$ cat config.mk
export PLATFORM = sky130hd
export DESIGN_NAME = expand
export DESIGN_NICKNAME = d
export VERILOG_FILES = /design/src/rtl/expand.sv
export SDC_FILE = /design/constraint.sdc
export NUM_CORES = 1
export LEC_CHECK = 0
export ABC_AREA = 0
export BUFFER_PORTS_ARGS = -buffer_cell sky130_fd_sc_hd__buf_2
export CAP_MARGIN = 20
export CORE_MARGIN = 1
export CORE_UTILIZATION = 50
export DETAILED_ROUTE_END_ITERATION = 16
export GPL_ROUTABILITY_DRIVEN = 1
export PLACE_DENSITY = 0.82
export SLEW_MARGIN = 10
export SYNTH_ARGS = -nofsm -noshare
export SYNTH_HDL_FRONTEND = slang
export SYNTH_SLANG_ARGS = --single-unit
$ cat constraint.sdc
create_clock -name clk -period 3.5 [get_ports clk]
set_clock_uncertainty 0.2 [all_clocks]
set_input_delay 0.525 -clock clk [delete_from_list [all_inputs] [get_ports clk]]
set_output_delay 0.525 -clock clk [all_outputs]
set_load 0.05 [all_outputs]
$ cat src/rtl/expand.sv
// -----------------------------------------------------------------------------
// expand
//
// Widens a narrow fixed-point sample into a wider fixed-point word without
// changing its numeric value. The integer part is sign- or zero-extended on
// the left, and the fraction is zero-padded on the right. Converted words pass
// through a two-entry elastic buffer with valid/ready handshakes on both
// sides, so the block can stream one word per cycle and still absorb
// back-pressure.
//
// Parameters
//   N_BITS_IN  : input word width
//   BIN_PT_IN  : fractional bits in din
//   N_BITS_OUT : output word width
//   BIN_PT_OUT : fractional bits in dout
//   SIGNED     : 1 = two's-complement sign extension, 0 = zero extension
//
// Ports
//   clk        : clock, all state updates on the rising edge
//   rst        : synchronous active-high reset
//   din_valid  : din carries a word to transfer
//   din_ready  : block can take a word this cycle (registered)
//   din        : narrow fixed-point sample
//   dout_valid : dout carries a converted word (registered)
//   dout_ready : downstream takes dout this cycle
//   dout       : oldest stored converted word (registered)
//   mode       : constant conversion class code derived from the parameters
//   count      : number of output transfers since reset, wraps at 16 bits
// -----------------------------------------------------------------------------
module expand #(
  parameter int N_BITS_IN  = 4,
  parameter int BIN_PT_IN  = 3,
  parameter int N_BITS_OUT = 10,
  parameter int BIN_PT_OUT = 7,
  parameter int SIGNED     = 1
) (
  input  logic                  clk,
  input  logic                  rst,
  input  logic                  din_valid,
  output logic                  din_ready,
  input  logic [N_BITS_IN-1:0]  din,
  output logic                  dout_valid,
  input  logic                  dout_ready,
  output logic [N_BITS_OUT-1:0] dout,
  output logic [4:0]            mode,
  output logic [15:0]           count
);

  // Bit positions of the most and least significant bits of each format.
  // The LSB index is negative for fractional bits. MSBS is the number of bits
  // added above the input MSB. LSBS is the number of bits added below the
  // input LSB.
  localparam int MSB_IN  = N_BITS_IN - BIN_PT_IN - 1;
  localparam int LSB_IN  = -BIN_PT_IN;
  localparam int MSB_OUT = N_BITS_OUT - BIN_PT_OUT - 1;
  localparam int LSB_OUT = -BIN_PT_OUT;
  localparam int MSBS    = MSB_OUT - MSB_IN;
  localparam int LSBS    = LSB_IN - LSB_OUT;

  // This block can only widen. A format pair that would drop bits on either
  // end is rejected at elaboration.
  generate
    if ((MSBS < 0) || (LSBS < 0)) begin : g_narrowing_rejected
      $error("expand: output format must contain the input format (MSBS=%0d, LSBS=%0d)",
             MSBS, LSBS);
    end
  endgenerate

  // The conversion class depends only on the parameters.
  // Bit 0 flags left extension and bit 1 flags right padding.
  localparam logic [4:0] MODE_CODE = 5'(((MSBS > 0) ? 1 : 0) + ((LSBS > 0) ? 2 : 0));

  assign mode = MODE_CODE;

  // ---------------------------------------------------------------------------
  // Conversion
  // ---------------------------------------------------------------------------
  logic                  ext;
  logic [N_BITS_OUT-1:0] conv;

  assign ext = (SIGNED != 0) ? din[N_BITS_IN-1] : 1'b0;

  // First extend the input by MSBS+LSBS copies of ext. Then shift it left by
  // LSBS. The top LSBS extension bits fall off, and zeros fill the bottom.
  // This builds {MSBS x ext, din, LSBS x 0} without a zero-width
  // replication when either count is zero.
  generate
    if (N_BITS_OUT == N_BITS_IN) begin : g_same_width
      assign conv = din;
    end else begin : g_widen
      logic [N_BITS_OUT-1:0] extWord;
      assign extWord = {{(N_BITS_OUT - N_BITS_IN){ext}}, din};
      assign conv    = extWord << LSBS;
    end
  endgenerate

  // ---------------------------------------------------------------------------
  // Two-entry elastic buffer
  // ---------------------------------------------------------------------------
  // headQ always holds the oldest word and drives dout directly, so the
  // output is a plain register. tailQ is only used when both entries are full.
  logic [N_BITS_OUT-1:0] head_q, head_d;
  logic [N_BITS_OUT-1:0] tail_q, tail_d;
  logic [1:0]            occ_q, occ_d;
  logic                  rdy_q, rdy_d;
  logic                  vld_q, vld_d;
  logic [15:0]           count_q, count_d;
  logic                  push;
  logic                  pop;

  // Both handshakes use only registered flags.
  // This keeps dout_ready off any path to din_ready.
  assign push = din_valid & rdy_q;
  assign pop  = vld_q & dout_ready;

  // Next-state logic for the buffer contents and occupancy.
  // When a push and a pop happen together, the departing head is replaced so
  // FIFO order is kept and occupancy does not change.
  always_comb begin
    head_d  = head_q;
    tail_d  = tail_q;
    occ_d   = occ_q;
    count_d = count_q;

    if (push && pop) begin
      if (occ_q == 2'd2) begin
        head_d = tail_q;
        tail_d = conv;
      end else begin
        head_d = conv;
      end
    end else if (push) begin
      if (occ_q == 2'd0) begin
        head_d = conv;
      end else begin
        tail_d = conv;
      end
      occ_d = occ_q + 2'd1;
    end else if (pop) begin
      if (occ_q == 2'd2) begin
        head_d = tail_q;
      end
      occ_d = occ_q - 2'd1;
    end

    if (pop) begin
      count_d = count_q + 16'd1;
    end
  end

  // The handshake flags are registered versions of the next occupancy.
  // A pop at full therefore raises din_ready on the very next cycle.
  always_comb begin
    rdy_d = (occ_d != 2'd2);
    vld_d = (occ_d != 2'd0);
  end

  // State registers. Reset takes priority over any transfer in the same
  // cycle, so stored words are discarded and the final pop is not counted.
  always_ff @(posedge clk) begin
    if (rst) begin
      head_q  <= '0;
      tail_q  <= '0;
      occ_q   <= 2'd0;
      rdy_q   <= 1'b1;
      vld_q   <= 1'b0;
      count_q <= 16'd0;
    end else begin
      head_q  <= head_d;
      tail_q  <= tail_d;
      occ_q   <= occ_d;
      rdy_q   <= rdy_d;
      vld_q   <= vld_d;
      count_q <= count_d;
    end
  end

  assign din_ready  = rdy_q;
  assign dout_valid = vld_q;
  assign dout       = head_q;
  assign count      = count_q;

endmodule

# Word level (Yosys, flattened, before mapping)
# Cells that the tools add are included.
[word_totals]
ff_bits = 40
inputBits = 8
output_inout_bits = 33
word_cells = 37
[op_classes]
n_addsub = 3
n_eq_ne = 5
mux = 13
n_bitwise = 2
n_reduce_logical = 8
[op_table]
columns = ["op", "count"]
rows = [
  ["2-to-1 mux 10 bit", 10],
  ["adder 16 x 1 -> 16 bit (second input constant)", 1],
  ["2-to-1 mux 2 bit", 3],
  ["AND reduction 3 bit", 2],
  ["nonzero test 3 bit", 2],
  ["!= test 2 bit (second input constant)", 2],
  ["nonzero test 2 bit", 2],
  ["!= test 3 x 1 -> 1 bit (second input constant)", 1],
  ["adder 2 x 1 -> 2 bit (second input constant)", 1],
  ["bitwise AND 1 bit", 2],
  ["equality test 2 bit (second input constant)", 1],
  ["logical NOT 2 bit", 1],
  ["!= test 2 x 1 -> 1 bit (second input constant)", 1],
  ["subtractor 2 x 1 -> 2 bit (second input constant)", 1],
  ["logical AND 1 bit", 1],
]

# Longest topological paths before layout
[logic_depth]
depth_word = 5
ltp_mapped = 7
mapped_depth_nobuf = 6

# Worst setup path before layout
# OpenSTA, ideal clock, no wires.
[synth_path]
kind = "reg2reg"
startpoint = "register count_q[4] (netlist: count[4])"
endpoint = "register count_q[15] (netlist: count[15])"
setup_time_ps = 71
t_arrival_ps = 1897
path_slack_ps = 1333
path_stages_with_launch = 5
synth_period_minus_slack_ps = 2167
cell_sequence = "dfxtp_1 -> nand4_2 -> or3_4 -> or4_1 -> a21oi_1"
[synth_via]
elab_chain_len = 1
[synth_rtl]
columns = ["element", "line", "source"]
rows = [
  ["start: declaration", "107", "logic [15:0] count_q, count_d;"],
  ["start signal: assignment", "174", "count_q <= count_d;"],
  ["adder 16 x 1 -> 16 bit", "147", "count_d = count_q + 16'd1;"],
]
# Every way passes these cells.
# A chain may end at the register's enable or synchronous reset.

# Final worst setup path
[layout_path]
startpoint = "register count_q[1] (netlist: count[1])"
endpoint = "register count_q[14] (netlist: count[14])"
# The elaborated chain is that of the path after synthesis.

==> flow_summary.ini <==
[place]
hpwl_mm = 1.99
placedCellCount = 214
dpl_worst_slack_ns = 1.45
io_buffers = 31
dpl-instance-area_mm2 = 0.00151
place_congestion = 0.787

[floorplan]
initial_core_util_pct = 54.3
chipHeight_um = 54.8
die_w_um = 54.8
ios = 41
die-area_mm2 = 0.00301
core_region_area_mm2 = 0.00257
rows = 18

[clock_network]
root_buffer = clkbuf_4
cts_resized = 0
cts.clk_slew.worst_paths_ns = 0.14
htree_num_levels = 1
cts_tree = done
clock_sinks = 28
ctsHoldBuffers = 0
cts_buffer_depth = 2
cts_setup_buffers = 0
cts_buffers = 3
clk_latency_ns = 0.32

[drt]
dr.pass1.iters = 4
top_layer = met4
viasPerCell = 5.34
ant_nets = 0
wl_met2_mm = 1.34
met3RoutedLength_um = 96
drt-met1-wl_mm = 1.17
drc = 0
drt_iter0_markers = 28
wl_per_cell_um = 12.1
wl_mm = 2.63
vias = 1158

[pwr]
pwr_density_cell_mw_per_mm2 = 523
power_leakage_nw = 0.662
finalPower_mw = 0.800
vdd_drop_max_v = 0.000273

[final_layout]
nets = 200
final_cell_mix = 31 x buf_2, 28 x dfxtp_1, 27 x nor2_1
mostFrequentLayoutCell = buf_2
design_area_mm2 = 0.00153
area_delta_synth_final_pct = 9.69
diodes = 0
fin_cells = 217
drive_gt1_share_pct = 24.1

[critical_path]
start_kind = flip-flop
ff2ff_setup_slack_ns = 1.57
critPathKind = reg2reg
worst_r2r_endpoint = count[14]
path_max_fanout = 7
r2r_start = count[1]
crit_arrival_ns = 1.99
ff2ff_path_depth = 5
endpoint_kind = flip-flop
cp.required_ns = 3.56

[min_path]
worstHoldStart = din[1]
hp-class = in2reg
hold_depth = 3
min_to = tail_q[5]

[grt]
grt_util_all_layers_pct = 18.7
grt_pass1_vias = 998
antenna_found_initial = 0
grt_first_pass_wirelength_mm = 4.10
grt_max_degree = 30
overflow = 0

[synthesis]
synthCells = 163
synth.distinct_cells = 38
syn_avg_cell_area_um2 = 8.56
seq_area_frac_synth_pct = 40.2
syn_area_mm2 = 0.00140
synth-seq-cells = 28
synth_warnings = 0

[outcome]
run_status = finished, final reports clean

[timing]
setup_violations = 0
maxSlewHeadroom_pct = 66.0
final_max_slew_viol_count = 0
max_freq_mhz = 519
rsz0062_at_grt = false
setup_slack_ns = 1.57
worstMarginPinSlew_ns = 0.509
setup-tns-final_ns = 0
hold_viol_final = 0
period_needed_ns = 1.93
finalCritPeriodShare_pct = 55.0

[job]
maxCapViolations = 0
[through the flow]
stage | util [%] | hold slack [ns]
floorplan | - | 0.261
CTS | 59.6 | 0.251
global placement | 58.7 | 0.263
global route | 59.6 | 0.280
finish | 59.6 | 0.247
detailed placement | 58.7 | 0.292
[registers in the layout, indices dropped and copies added, names as in the netlist]
register / flops
dout_valid: 1
dout: 4
tail_q: 4
din_ready: 1
count: 16
occ_q: 2
[power breakdown]
part,internal (mW),switching (mW),leakage [nW]
logic,0.0865,0.202,0.420
clock network,0.0404,0.0881,0.0138
registers,0.353,0.0308,0.228
total,0.480,0.321,0.662
[critical path, stage by stage (launching register included)]
cell and delay, ns:
dfxtp_1 0.46, ha_1 0.22, and4_1 0.28, nand2_1 0.09
or3b_2 0.46, a21oi_1 0.16
[metal layers]
layer,vias to the layer above,global-route usage (%)
li1,597,-
met1,533,21.7
met2,24,34.1
met3,4,2.50
met4,0,7.26
met5,-,0
[final cells by class]
cell class                 count  area (µm²)
clock buffer                   3        22.5
timing repair buffer          31         155
tap                           30        37.5
multi-input combinational    122         743
fill                         242        1040
sequential                    28         561
inverter                       3        11.3
[cells in the mapped netlist, drive strengths merged]
cell type	count	area share, %
nor2b	1	0.45
inv	3	0.81
or3	3	1.7
and2	3	1.3
a21o	1	0.54
a21oi	5	1.8
nand2	12	3.2
nand4	4	2.2
mux2i	4	2.9
o221a	4	3.2
buf	12	6.3
and4	3	2.0
o21ai	7	2.5
a221oi	1	0.63
nor2	27	7.3
nor3	5	1.8
a211oi	2	1.4
conb	2	0.54
o21a	1	0.54
o31ai	1	0.54
mux2	2	1.6
or4	2	1.1
and3	1	0.45
clkbuf	5	1.3
xor2	7	4.4
xnor2	3	1.9
nor4	2	0.90
a311oi	1	0.63
nand3	7	2.5
dfxtp	28	40
or3b	1	0.63
ha	3	2.7
[worst max path at each step]
stage	cells after the start	startpoint	slack, ns	endpoint
after floorplan	4	count[4]	1.33	count[15]
after global placement	5	dout_ready	1.51	din_ready
after detailed placement	5	dout_ready	1.45	count[15]
after CTS	5	count[1]	1.55	count[14]
after global routing	5	count[1]	1.45	count[14]
final	5	count[1]	1.57	count[14]
[kinds of logic (layout without fill, tap and decap cells)]
group | after synthesis | count (layout) | synth area share [%]
muxes | 6 | 6 | 4.48
buffers and inverters | 20 | 37 | 8.43
other | 2 | 9 | 0.538
adders and majority gates | 3 | 3 | 2.69
and+or+nand+nor | 71 | 71 | 25.6
xor gates and xnor gates | 10 | 10 | 6.28
AOI/OAI and AO/OA | 23 | 23 | 11.8
DFF | 28 | 28 | 40.2
No activity file was read; power rests on OpenSTA's default activity.
